[src/rtl/pg_out_stream_if.sv]
// Handshake bundle for pg_out_stream: generate/propagate beats in, registered sum beats out.
interface pg_out_stream_if #(
  parameter int WIDTH = 8
);
  logic             in_valid;
  logic             in_ready;
  logic [WIDTH-1:0] in_gen;
  logic [WIDTH-1:0] in_prop;
  logic             in_first;
  logic             in_last;
  logic             c_in;
  logic             out_valid;
  logic             out_ready;
  logic [WIDTH-1:0] sum;
  logic             c_out;
  logic             out_last;
  logic [7:0]       beat_idx;
  logic             ovf;

  modport slave (
    input  in_valid, in_gen, in_prop, in_first, in_last, c_in, out_ready,
    output in_ready, out_valid, sum, c_out, out_last, beat_idx, ovf
  );

  modport master (
    output in_valid, in_gen, in_prop, in_first, in_last, c_in, out_ready,
    input  in_ready, out_valid, sum, c_out, out_last, beat_idx, ovf
  );
endinterface

[src/rtl/pg_out_stream.sv]
// Kogge-Stone sum recovery with beat-chained carry; PG_OUT_OVF_EN adds a stored signed-overflow flag.
// Result at FIFO head one cycle after accept; 2-entry buffer, in_ready = !full from registered state only.
module pg_out_stream #(
  parameter int WIDTH = 8
) (
  input  logic           clk,
  input  logic           rst_n,
  pg_out_stream_if.slave pg_io
);
  localparam int LVLS = $clog2(WIDTH);

  typedef struct packed {
    logic [WIDTH-1:0] sum;
    logic             c_out;
    logic             last;
    logic [7:0]       idx;
`ifdef PG_OUT_OVF_EN
    logic             ovf;
`endif
  } entry_t;

  logic             carry_q, carry_d;
  logic [7:0]       beat_q, beat_d;
  logic [1:0]       cnt_q, cnt_d;
  logic             wr_ptr_q, rd_ptr_q;
  entry_t           mem_q [2];
  entry_t           entry_d;
  entry_t           head;

  logic             cb;
  logic [LVLS:0][WIDTH-1:0] g_l;
  logic [LVLS:0][WIDTH-1:0] p_l;
  logic [WIDTH-1:0] c;
  logic             c_msb_out;
  logic             push, pop;

  assign cb = pg_io.in_first ? pg_io.c_in : carry_q;

  // Carry-in is folded into bit 0's generate so the tree yields true carries directly.
  always_comb begin
    g_l    = '0;
    p_l    = '0;
    g_l[0] = pg_io.in_gen;
    g_l[0][0] = pg_io.in_gen[0] | (pg_io.in_prop[0] & cb);
    p_l[0] = pg_io.in_prop;
    for (int lv = 0; lv < LVLS; lv++) begin
      for (int b = 0; b < WIDTH; b++) begin
        if (b >= (1 << lv)) begin
          g_l[lv+1][b] = g_l[lv][b] | (p_l[lv][b] & g_l[lv][b-(1<<lv)]);
          p_l[lv+1][b] = p_l[lv][b] & p_l[lv][b-(1<<lv)];
        end else begin
          g_l[lv+1][b] = g_l[lv][b];
          p_l[lv+1][b] = p_l[lv][b];
        end
      end
    end
  end

  always_comb begin
    c    = '0;
    c[0] = cb;
    for (int i = 1; i < WIDTH; i++) begin
      c[i] = g_l[LVLS][i-1];
    end
  end

  assign c_msb_out = g_l[LVLS][WIDTH-1];

  assign push = pg_io.in_valid && pg_io.in_ready;
  assign pop  = pg_io.out_valid && pg_io.out_ready;

  always_comb begin
    entry_d       = '0;
    entry_d.sum   = pg_io.in_prop ^ c;
    entry_d.c_out = c_msb_out;
    entry_d.last  = pg_io.in_last;
    entry_d.idx   = beat_d;
`ifdef PG_OUT_OVF_EN
    entry_d.ovf   = pg_io.in_last & (c[WIDTH-1] ^ c_msb_out);
`endif
  end

  always_comb begin
    carry_d = carry_q;
    beat_d  = pg_io.in_first ? 8'd0 :
              (beat_q == 8'hFF) ? 8'hFF : beat_q + 8'd1;
    if (push) begin
      carry_d = c_msb_out;
    end
    cnt_d = cnt_q;
    case ({push, pop})
      2'b10:   cnt_d = cnt_q + 2'd1;
      2'b01:   cnt_d = cnt_q - 2'd1;
      default: cnt_d = cnt_q;
    endcase
  end

  always_ff @(posedge clk or negedge rst_n) begin
    if (!rst_n) begin
      carry_q  <= 1'b0;
      beat_q   <= 8'd0;
      cnt_q    <= 2'd0;
      wr_ptr_q <= 1'b0;
      rd_ptr_q <= 1'b0;
      for (int i = 0; i < 2; i++) begin
        mem_q[i] <= '0;
      end
    end else begin
      cnt_q   <= cnt_d;
      carry_q <= carry_d;
      if (push) begin
        beat_q          <= beat_d;
        mem_q[wr_ptr_q] <= entry_d;
        wr_ptr_q        <= ~wr_ptr_q;
      end
      if (pop) begin
        rd_ptr_q <= ~rd_ptr_q;
      end
    end
  end

  assign head            = mem_q[rd_ptr_q];
  assign pg_io.in_ready  = (cnt_q != 2'd2);
  assign pg_io.out_valid = (cnt_q != 2'd0);
  assign pg_io.sum       = head.sum;
  assign pg_io.c_out     = head.c_out;
  assign pg_io.out_last  = head.last;
  assign pg_io.beat_idx  = head.idx;
`ifdef PG_OUT_OVF_EN
  assign pg_io.ovf       = head.ovf;
`else
  assign pg_io.ovf       = 1'b0;
`endif

endmodule
[src/flat_wrapper.sv]
// flat-port wrapper written by rule: the top's interface ports become plain ports
module pg_out_stream_flat 
#(
  parameter int WIDTH = 8
)
  (clk, rst_n, pg_io_in_valid, pg_io_in_gen, pg_io_in_prop, pg_io_in_first, pg_io_in_last, pg_io_c_in, pg_io_out_ready, pg_io_in_ready, pg_io_out_valid, pg_io_sum, pg_io_c_out, pg_io_out_last, pg_io_beat_idx, pg_io_ovf);
  pg_out_stream_if #(.WIDTH(WIDTH)) pg_io_i ();
  input  logic clk;
  input  logic rst_n;
  input wire logic [$bits(pg_io_i.in_valid)-1:0] pg_io_in_valid;
  input wire logic [$bits(pg_io_i.in_gen)-1:0] pg_io_in_gen;
  input wire logic [$bits(pg_io_i.in_prop)-1:0] pg_io_in_prop;
  input wire logic [$bits(pg_io_i.in_first)-1:0] pg_io_in_first;
  input wire logic [$bits(pg_io_i.in_last)-1:0] pg_io_in_last;
  input wire logic [$bits(pg_io_i.c_in)-1:0] pg_io_c_in;
  input wire logic [$bits(pg_io_i.out_ready)-1:0] pg_io_out_ready;
  output wire logic [$bits(pg_io_i.in_ready)-1:0] pg_io_in_ready;
  output wire logic [$bits(pg_io_i.out_valid)-1:0] pg_io_out_valid;
  output wire logic [$bits(pg_io_i.sum)-1:0] pg_io_sum;
  output wire logic [$bits(pg_io_i.c_out)-1:0] pg_io_c_out;
  output wire logic [$bits(pg_io_i.out_last)-1:0] pg_io_out_last;
  output wire logic [$bits(pg_io_i.beat_idx)-1:0] pg_io_beat_idx;
  output wire logic [$bits(pg_io_i.ovf)-1:0] pg_io_ovf;
  assign pg_io_i.in_valid = pg_io_in_valid;
  assign pg_io_i.in_gen = pg_io_in_gen;
  assign pg_io_i.in_prop = pg_io_in_prop;
  assign pg_io_i.in_first = pg_io_in_first;
  assign pg_io_i.in_last = pg_io_in_last;
  assign pg_io_i.c_in = pg_io_c_in;
  assign pg_io_i.out_ready = pg_io_out_ready;
  assign pg_io_in_ready = pg_io_i.in_ready;
  assign pg_io_out_valid = pg_io_i.out_valid;
  assign pg_io_sum = pg_io_i.sum;
  assign pg_io_c_out = pg_io_i.c_out;
  assign pg_io_out_last = pg_io_i.out_last;
  assign pg_io_beat_idx = pg_io_i.beat_idx;
  assign pg_io_ovf = pg_io_i.ovf;
  pg_out_stream #(.WIDTH(WIDTH)) u_core (.clk(clk), .rst_n(rst_n), .pg_io(pg_io_i));
endmodule
[config.mk]
export PLATFORM = sky130hd
export DESIGN_NAME = pg_out_stream_flat
export DESIGN_NICKNAME = d
export VERILOG_FILES = /design/src/rtl/pg_out_stream_if.sv /design/src/rtl/pg_out_stream.sv /design/src/flat_wrapper.sv
export SDC_FILE = /design/constraint.sdc
export NUM_CORES = 1
export LEC_CHECK = 0
export CAP_MARGIN = 20
export CORE_ASPECT_RATIO = 1.1
export CORE_MARGIN = 3
export CORE_UTILIZATION = 40
export CTS_CLUSTER_DIAMETER = 120
export DETAILED_ROUTE_END_ITERATION = 7
export REMOVE_ABC_BUFFERS = 1
export SYNTH_ARGS = -nofsm -noshare
export SYNTH_HDL_FRONTEND = slang
export SYNTH_SLANG_ARGS = --single-unit
[constraint.sdc]
create_clock -name clk -period 5.95 [get_ports clk]
set_input_delay 1.785 -clock clk [delete_from_list [all_inputs] [get_ports clk]]
set_output_delay 1.785 -clock clk [all_outputs]
set_load 0.05 [all_outputs]
==> out/metrics.cfg, run 1 <==
[status]
status=finished clean

[cells_and_area]
final_cell_count_no_fill=370
fin_nets=316
diodes=0
syn_to_final_growth_pct=20.9
final_layout_size_suffix_gt1_frac=0.197
stdcell_area_um2=3240

[floorplan]
initial_utilization=0.423
num_io_pins=44
coreArea_um2=6340
dieArea_um2=7730
num_rows=30
die_w_um=84.1
die_y_um=91.9

[worst_setup_path]
crit_start=pg_io_in_first
arrival_ns=4.42
slowest_stage=clkdlybuf4s50_1
rr_endpoint=u_core.mem_q[27]
rr_startpoint=u_core.carry_q
critPathCapture=u_core.mem_q[27]
worstSetupPathType=in2reg
slowest_delay_ns=0.45
start_kind=input pin
cp_max_fo=15
cp-end-kind=register
crit_path_cell_trace=clkdlybuf4s50_1 > buf_4 > mux2_2 > ha_1 > or2_2 > ha_1 > o211ai_1 > a211oi_1 > a2111oi_2 > o21ai_0
rrSetupSlack_ns=3.52
rr_worst_depth=8
required_ns=6.11
cp_common_cell=ha_1

[grt]
grt_pass1_vias=2035
grt_first_pass_wirelength_mm=9.83
grt_usage=0.158
antenna_found_initial=0
grt_overflow=0
grt_max_degree=50

[placed_design]
place_ws_ns=1.36
dp_cells=362
hpwlAfterDp_mm=3.98
placedInstanceArea_um2=3130
io_buffers=42
place.gp.congestion=0.835

[clocking]
h-tree-depth=2
cts_root_buffer=clkbuf_8
tritoncts=built
cts_hold_buf=0
path_clk_slew_ns=0.10
post-cts-setup-buffers=0
numCtsBuffers=5
clockBufferDepth=2
clkLatencyLatePin_ns=0.31
cts.repair.resized=0
cts_num_sinks=49

[yosys]
synth_ff_type=dfrtp_1
synth_area_um2=2680
synth_async_sr_flop_share=1.00
syn_avg_cell_area_um2=10.7
ys_seq_area_frac=0.457
ys_warn_count=0
synth_seq_cells=49
synth_edf_count=0
syn_inst=252
synth_cell_types=49

[route]
drtPass1Iterations=4
wire_per_inst_um=15.5
postRouteAntennaNets=0
drc=0
via_per_inst=5.44
drtIter0Drc=78
num_vias=2013
wl_mm=5.75

[sta]
drv_slew=0
clock_skew_ns=0.00766
hold_viol_final=0
slew_headroom=0.372
finalWorstSetupSlack_ns=1.69
rsz0062_at_grt=false
finalCritPeriodShare=0.716
fmax_ghz=0.235
fin_crit_ns=4.26
tns_ns=0
setup_viol=0
worst_slew_pin_slew_ns=0.943

[pwr]
power_density_nw_per_um2=487
fin_total_pwr_uw=1580
p_leak_uw=0.00139
ir_drop_mv=0.323

[flow_run]
maxCapViolations=0

[worst_hold_path]
min_path_type=reg2reg

## power by group
part / internal (uW) / leakage (uW) / switching (uW) / total [uW]
Combinational: 320 / 0.000703 / 466 / 786
Clock: 137 / 0.0000585 / 113 / 250
Sequential: 445 / 0.000629 / 99.7 / 545
Total: 902 / 0.00139 / 678 / 1580
## kinds of logic after synthesis
family | Yosys count | share of synthesized area
other cells | 1 | 0.00140
flops | 49 | 0.457
xor+xnor | 8 | 0.0261
fa+ha+maj | 4 | 0.0186
simple gates | 77 | 0.145
buf+inv | 17 | 0.0373
mux | 34 | 0.143
compound gates | 62 | 0.172
## Yosys cell counts (2+ instances only)
library cell,number,share of area
a2111oi_2,2,0.011
a211oi_1,4,0.011
a21oi_1,9,0.017
a22o_1,10,0.033
a31oi_1,5,0.012
buf_2,9,0.017
buf_4,2,0.0056
buf_6,2,0.0084
dfrtp_1,49,0.46
ha_1,4,0.019
inv_1,2,0.0028
mux2_2,31,0.13
mux2i_1,2,0.0075
nand2_1,35,0.049
nand2b_1,5,0.012
nand3_1,5,0.0093
nand4_1,2,0.0047
nor2_1,8,0.011
nor2b_1,2,0.0047
nor3_1,7,0.013
o211ai_1,3,0.0084
o21a_1,3,0.0084
o21ai_0,8,0.015
o31ai_1,11,0.031
or2_2,2,0.0047
xnor2_1,4,0.013
xor2_1,4,0.013
## final cells by class
class	instances	area, um2
fill	576	3100
multi-input combinational	186	1360
sequential	49	1230
timing repair buffer	44	430
tap	80	100
clock buffer	7	86.3
clock inverter	1	30.0
inverter	3	13.8
## placed cells by master, fill, tap and decap left out, types with 5 or more instances in the layout
cell             netlist  layout
o21ai_0                8       8
clkdlybuf4s50_1        0      41
clkbuf_8               0       6
mux2_2                31      31
o31ai_1               11      11
nand2_1               35      35
dfrtp_1               49      49
nor3_1                 7       7
nand2b_1               5       5
a22o_1                10      10
nor2_1                 8       8
a21oi_1                9       9
a31oi_1                5       5
nand3_1                5       5
## through the flow
step | hold slack, ns | util
2_1_floorplan | 0.442 | -
3_3_place_gp | 0.454 | 0.493
3_5_place_dp | 0.461 | 0.493
4_1_cts | 0.483 | 0.511
5_1_grt | 0.501 | 0.511
6_report | 0.480 | 0.511
## routing by layer
metal  vias to the layer above  track usage  wire length, um  share of wire
met1                       978        0.205             2650           0.46
met5                         -            0                0              0
met2                        36        0.259             2800           0.49
met4                         0       0.0496               80          0.014
met3                         7       0.0377              215          0.037
li1                        992            -                -              -
## state kept, by name, summed over array words and instances (netlist names)
register / cells
u_core.rd_ptr_q: 1
u_core.wr_ptr_q: 1
u_core.mem_q: 36
u_core.cnt_q: 2
u_core.beat_q: 8
u_core.carry_q: 1
## worst min path at each step
stage                     startpoint                to  slack [ns]  depth (start not counted)
floorplan           u_core.mem_q[26]  u_core.mem_q[26]        0.44                          2
global placement    u_core.mem_q[28]  u_core.mem_q[28]        0.45                          2
detailed placement   u_core.mem_q[5]   u_core.mem_q[5]        0.46                          2
CTS                  u_core.mem_q[1]   u_core.mem_q[1]        0.48                          2
global route         u_core.mem_q[5]   u_core.mem_q[5]        0.50                          2
finish               u_core.mem_q[1]   u_core.mem_q[1]        0.48                          2
## critical path, delay by kind of cell
family	cells	cell delay, ns
muxes	1	0.36
adders and majority gates	2	0.39
buffers and inverters	2	0.65
and+or+nand+nor	1	0.30
AOI/OAI and AO/OA	4	0.92
Note: power is estimated with default switching activity, not from simulation.
==> inputs of run 2 (changes only) <==
Settings changed: PLACE_DENSITY from default to 0.65.
Clock period 5.95 ns to 3.9 ns, I/O delays scaled along.
==> run 2 against run 1 <==
Against the previous run:
- via count increased by 0.70%
- clock skew decreased by 0.0015 ns
- flip-flop and latch count unchanged
- combinational power increased by 60%
- utilization unchanged
- critical endpoint unchanged
==> out/metrics.cfg, run 2 (synthesized netlist as in run 1, its figures left out) <==
[status]
status=finished clean

[worst_setup_path]
arrival_ns=3.66  ; -0.76 ns
required_ns=4.06  ; -2.05 ns
rr_worst_depth=8  ; unchanged
cp-end-kind=register
slowest_stage=clkdlybuf4s50_1
rr_endpoint=u_core.mem_q[27]
cp_common_cell=ha_1
start_kind=input pin
crit_path_cell_trace=clkdlybuf4s50_1 > mux2_2 > ha_1 > or2_2 > ha_1 > o211ai_1 > a211oi_1 > a2111oi_2 > o21ai_0
cp_max_fo=3  ; -12
slowest_delay_ns=0.52  ; +0.07 ns
rr_startpoint=u_core.carry_q
worstSetupPathType=in2reg
rrSetupSlack_ns=1.48  ; -2.04 ns

[grt]
grt_usage=0.164  ; +0.00644
grt_util_met2=0.264  ; +0.00592
grt.busiest_layer=met2
grt_first_pass_wirelength_mm=10.3  ; +4.7%
grt_pass1_vias=2080  ; +2.2%
grt_max_degree=32  ; -36%
met3_usage=0.0279  ; -0.00988
antenna_found_initial=0  ; unchanged
grt_overflow=0  ; unchanged
met1_usage=0.228  ; +0.0230

[route]
postRouteAntennaNets=0  ; unchanged
num_vias=2027  ; +0.70%
via_per_inst=5.45  ; +0.15%
wire_per_inst_um=15.8  ; +1.9%
drtIter0Drc=91  ; +17%
drc=0  ; unchanged
wl_mm=5.89  ; +2.5%
drtPass1Iterations=4  ; unchanged

[clocking]
h-tree-depth=2  ; unchanged
cts_root_buffer=clkbuf_8
path_clk_slew_ns=0.09  ; about the same
cts_hold_buf=0  ; unchanged
clkLatencyLatePin_ns=0.30  ; about the same
numCtsBuffers=5  ; unchanged
post-cts-setup-buffers=0  ; unchanged
clockBufferDepth=2  ; unchanged
cts_num_sinks=49  ; unchanged
tritoncts=built
cts.repair.resized=0  ; unchanged

[sta]
clock_skew_ns=0.00617  ; -0.00149 ns
setup_viol=0  ; unchanged
fmax_ghz=0.285
fin_crit_ns=3.51
finalWorstSetupSlack_ns=0.393  ; -1.30 ns
tns_ns=0  ; unchanged
finalCritPeriodShare=0.899
drv_slew=0  ; unchanged
slew_headroom=0.481  ; +0.110
worst_slew_pin_slew_ns=0.778  ; -0.164 ns
rsz0062_at_grt=false
hold_viol_final=0  ; unchanged

[cells_and_area]
reg_top3=u_core.mem_q x36, u_core.beat_q x8, u_core.cnt_q x2
fin_nets=318  ; +0.63%
max_flop_register=u_core.mem_q
final_layout_size_suffix_gt1_frac=0.205  ; +0.00893
final_cell_count_no_fill=372  ; +0.54%
syn_to_final_growth_pct=20.9  ; unchanged
largest_register_ffs=36  ; unchanged
fin_util=0.511  ; unchanged
final_cell_mix=dfrtp_1, clkdlybuf4s50_1, nand2_1, mux2_2, o31ai_1
diodes=0  ; unchanged
final_common_cell=dfrtp_1

[floorplan]
initial_utilization=0.423  ; unchanged
die_y_um=91.9  ; unchanged
num_io_pins=44  ; unchanged
die_w_um=84.1  ; unchanged
coreArea_um2=6340  ; unchanged
dieArea_um2=7730  ; unchanged
num_rows=30  ; unchanged

[pwr]
ir_drop_mv=0.486  ; +50%
p_leak_uw=0.00140  ; +0.36%
fin_total_pwr_uw=2380  ; +51%
power_density_nw_per_um2=735  ; +51%

[worst_hold_path]
min_path_type=reg2reg
min_from=u_core.mem_q[30]
hold_depth=2  ; unchanged
whs_endpoint=u_core.mem_q[30]

[flow_run]
maxCapViolations=0  ; unchanged

[placed_design]
io_buffers=42  ; unchanged
dp_cells=364  ; +0.55%
place.gp.congestion=0.842  ; +0.89%
hpwlAfterDp_mm=4.27  ; +7.1%
place_ws_ns=0.0428  ; -1.31 ns

==> run 2: cell count changes in the layout (fill, tap and decap cells not counted) <==
cell,delta
clkinv_2,+1
buf_4,+2
bufinv_16,-1
clkbuf_1,-1
clkbuf_8,+1
==> run 2: power by group <==
group / internal [uW] / total [uW] / switching (uW)
Clock: 161 / 327 / 167
Combinational: 499 / 1260 / 757
Sequential: 680 / 800 / 120
==> run 2: worst max-delay path, delay by kind of cell <==
family | cells | cell delay [ns]
AOI/OAI and AO/OA | 4 | 0.93
and+or+nand+nor | 1 | 0.30
buffers and inverters | 1 | 0.52
muxes | 1 | 0.35
adders and majority gates | 2 | 0.39
==> run 2: area by class of cell <==
cell class / instances / area, um2
Clock buffer: 7 / 96.3
Clock inverter: 1 / 5.00
Multi-Input combinational cell: 186 / 1360
Tap cell: 80 / 100
Inverter: 3 / 13.8
Fill cell: 603 / 3100
Sequential cell: 49 / 1230
Timing Repair Buffer: 46 / 445
==> run 2: worst max-delay path by stage <==
stage	cells past startpoint	slack [ns]	end	from
CTS	9	0.37	u_core.mem_q[27]	pg_io_in_first
global placement	9	0.14	u_core.mem_q[27]	pg_io_in_first
global route	9	0.22	u_core.carry_q	pg_io_in_first
floorplan	8	0.82	u_core.mem_q[27]	pg_io_in_first
detailed placement	9	0.04	u_core.mem_q[27]	pg_io_in_first
finish	9	0.39	u_core.mem_q[27]	pg_io_in_first
==> run 2: through the flow <==
| step | hold slack [ns] | cell area, um2 |
|---|---|---|
| 6_report | 0.474 | 3240 |
| 5_1_grt | 0.516 | 3240 |
| 4_1_cts | 0.484 | 3240 |
| 3_5_place_dp | 0.461 | 3140 |
| 3_3_place_gp | 0.454 | 3140 |
| 2_1_floorplan | 0.442 | 2600 |
==> run 2: metal layers <==
layer  vias to the layer above  routed length, um
met1                       976               2750
li1                       1000                  -
met5                         -                  0
met4                         0                 73
met3                         6                199
met2                        45               2860
==> inputs of run 3 (changes only) <==
Settings changed: HOLD_SLACK_MARGIN from default to 0.15.
==> results of run 3 <==
The final DEF is identical to that of run 2; final timing and power are the same.
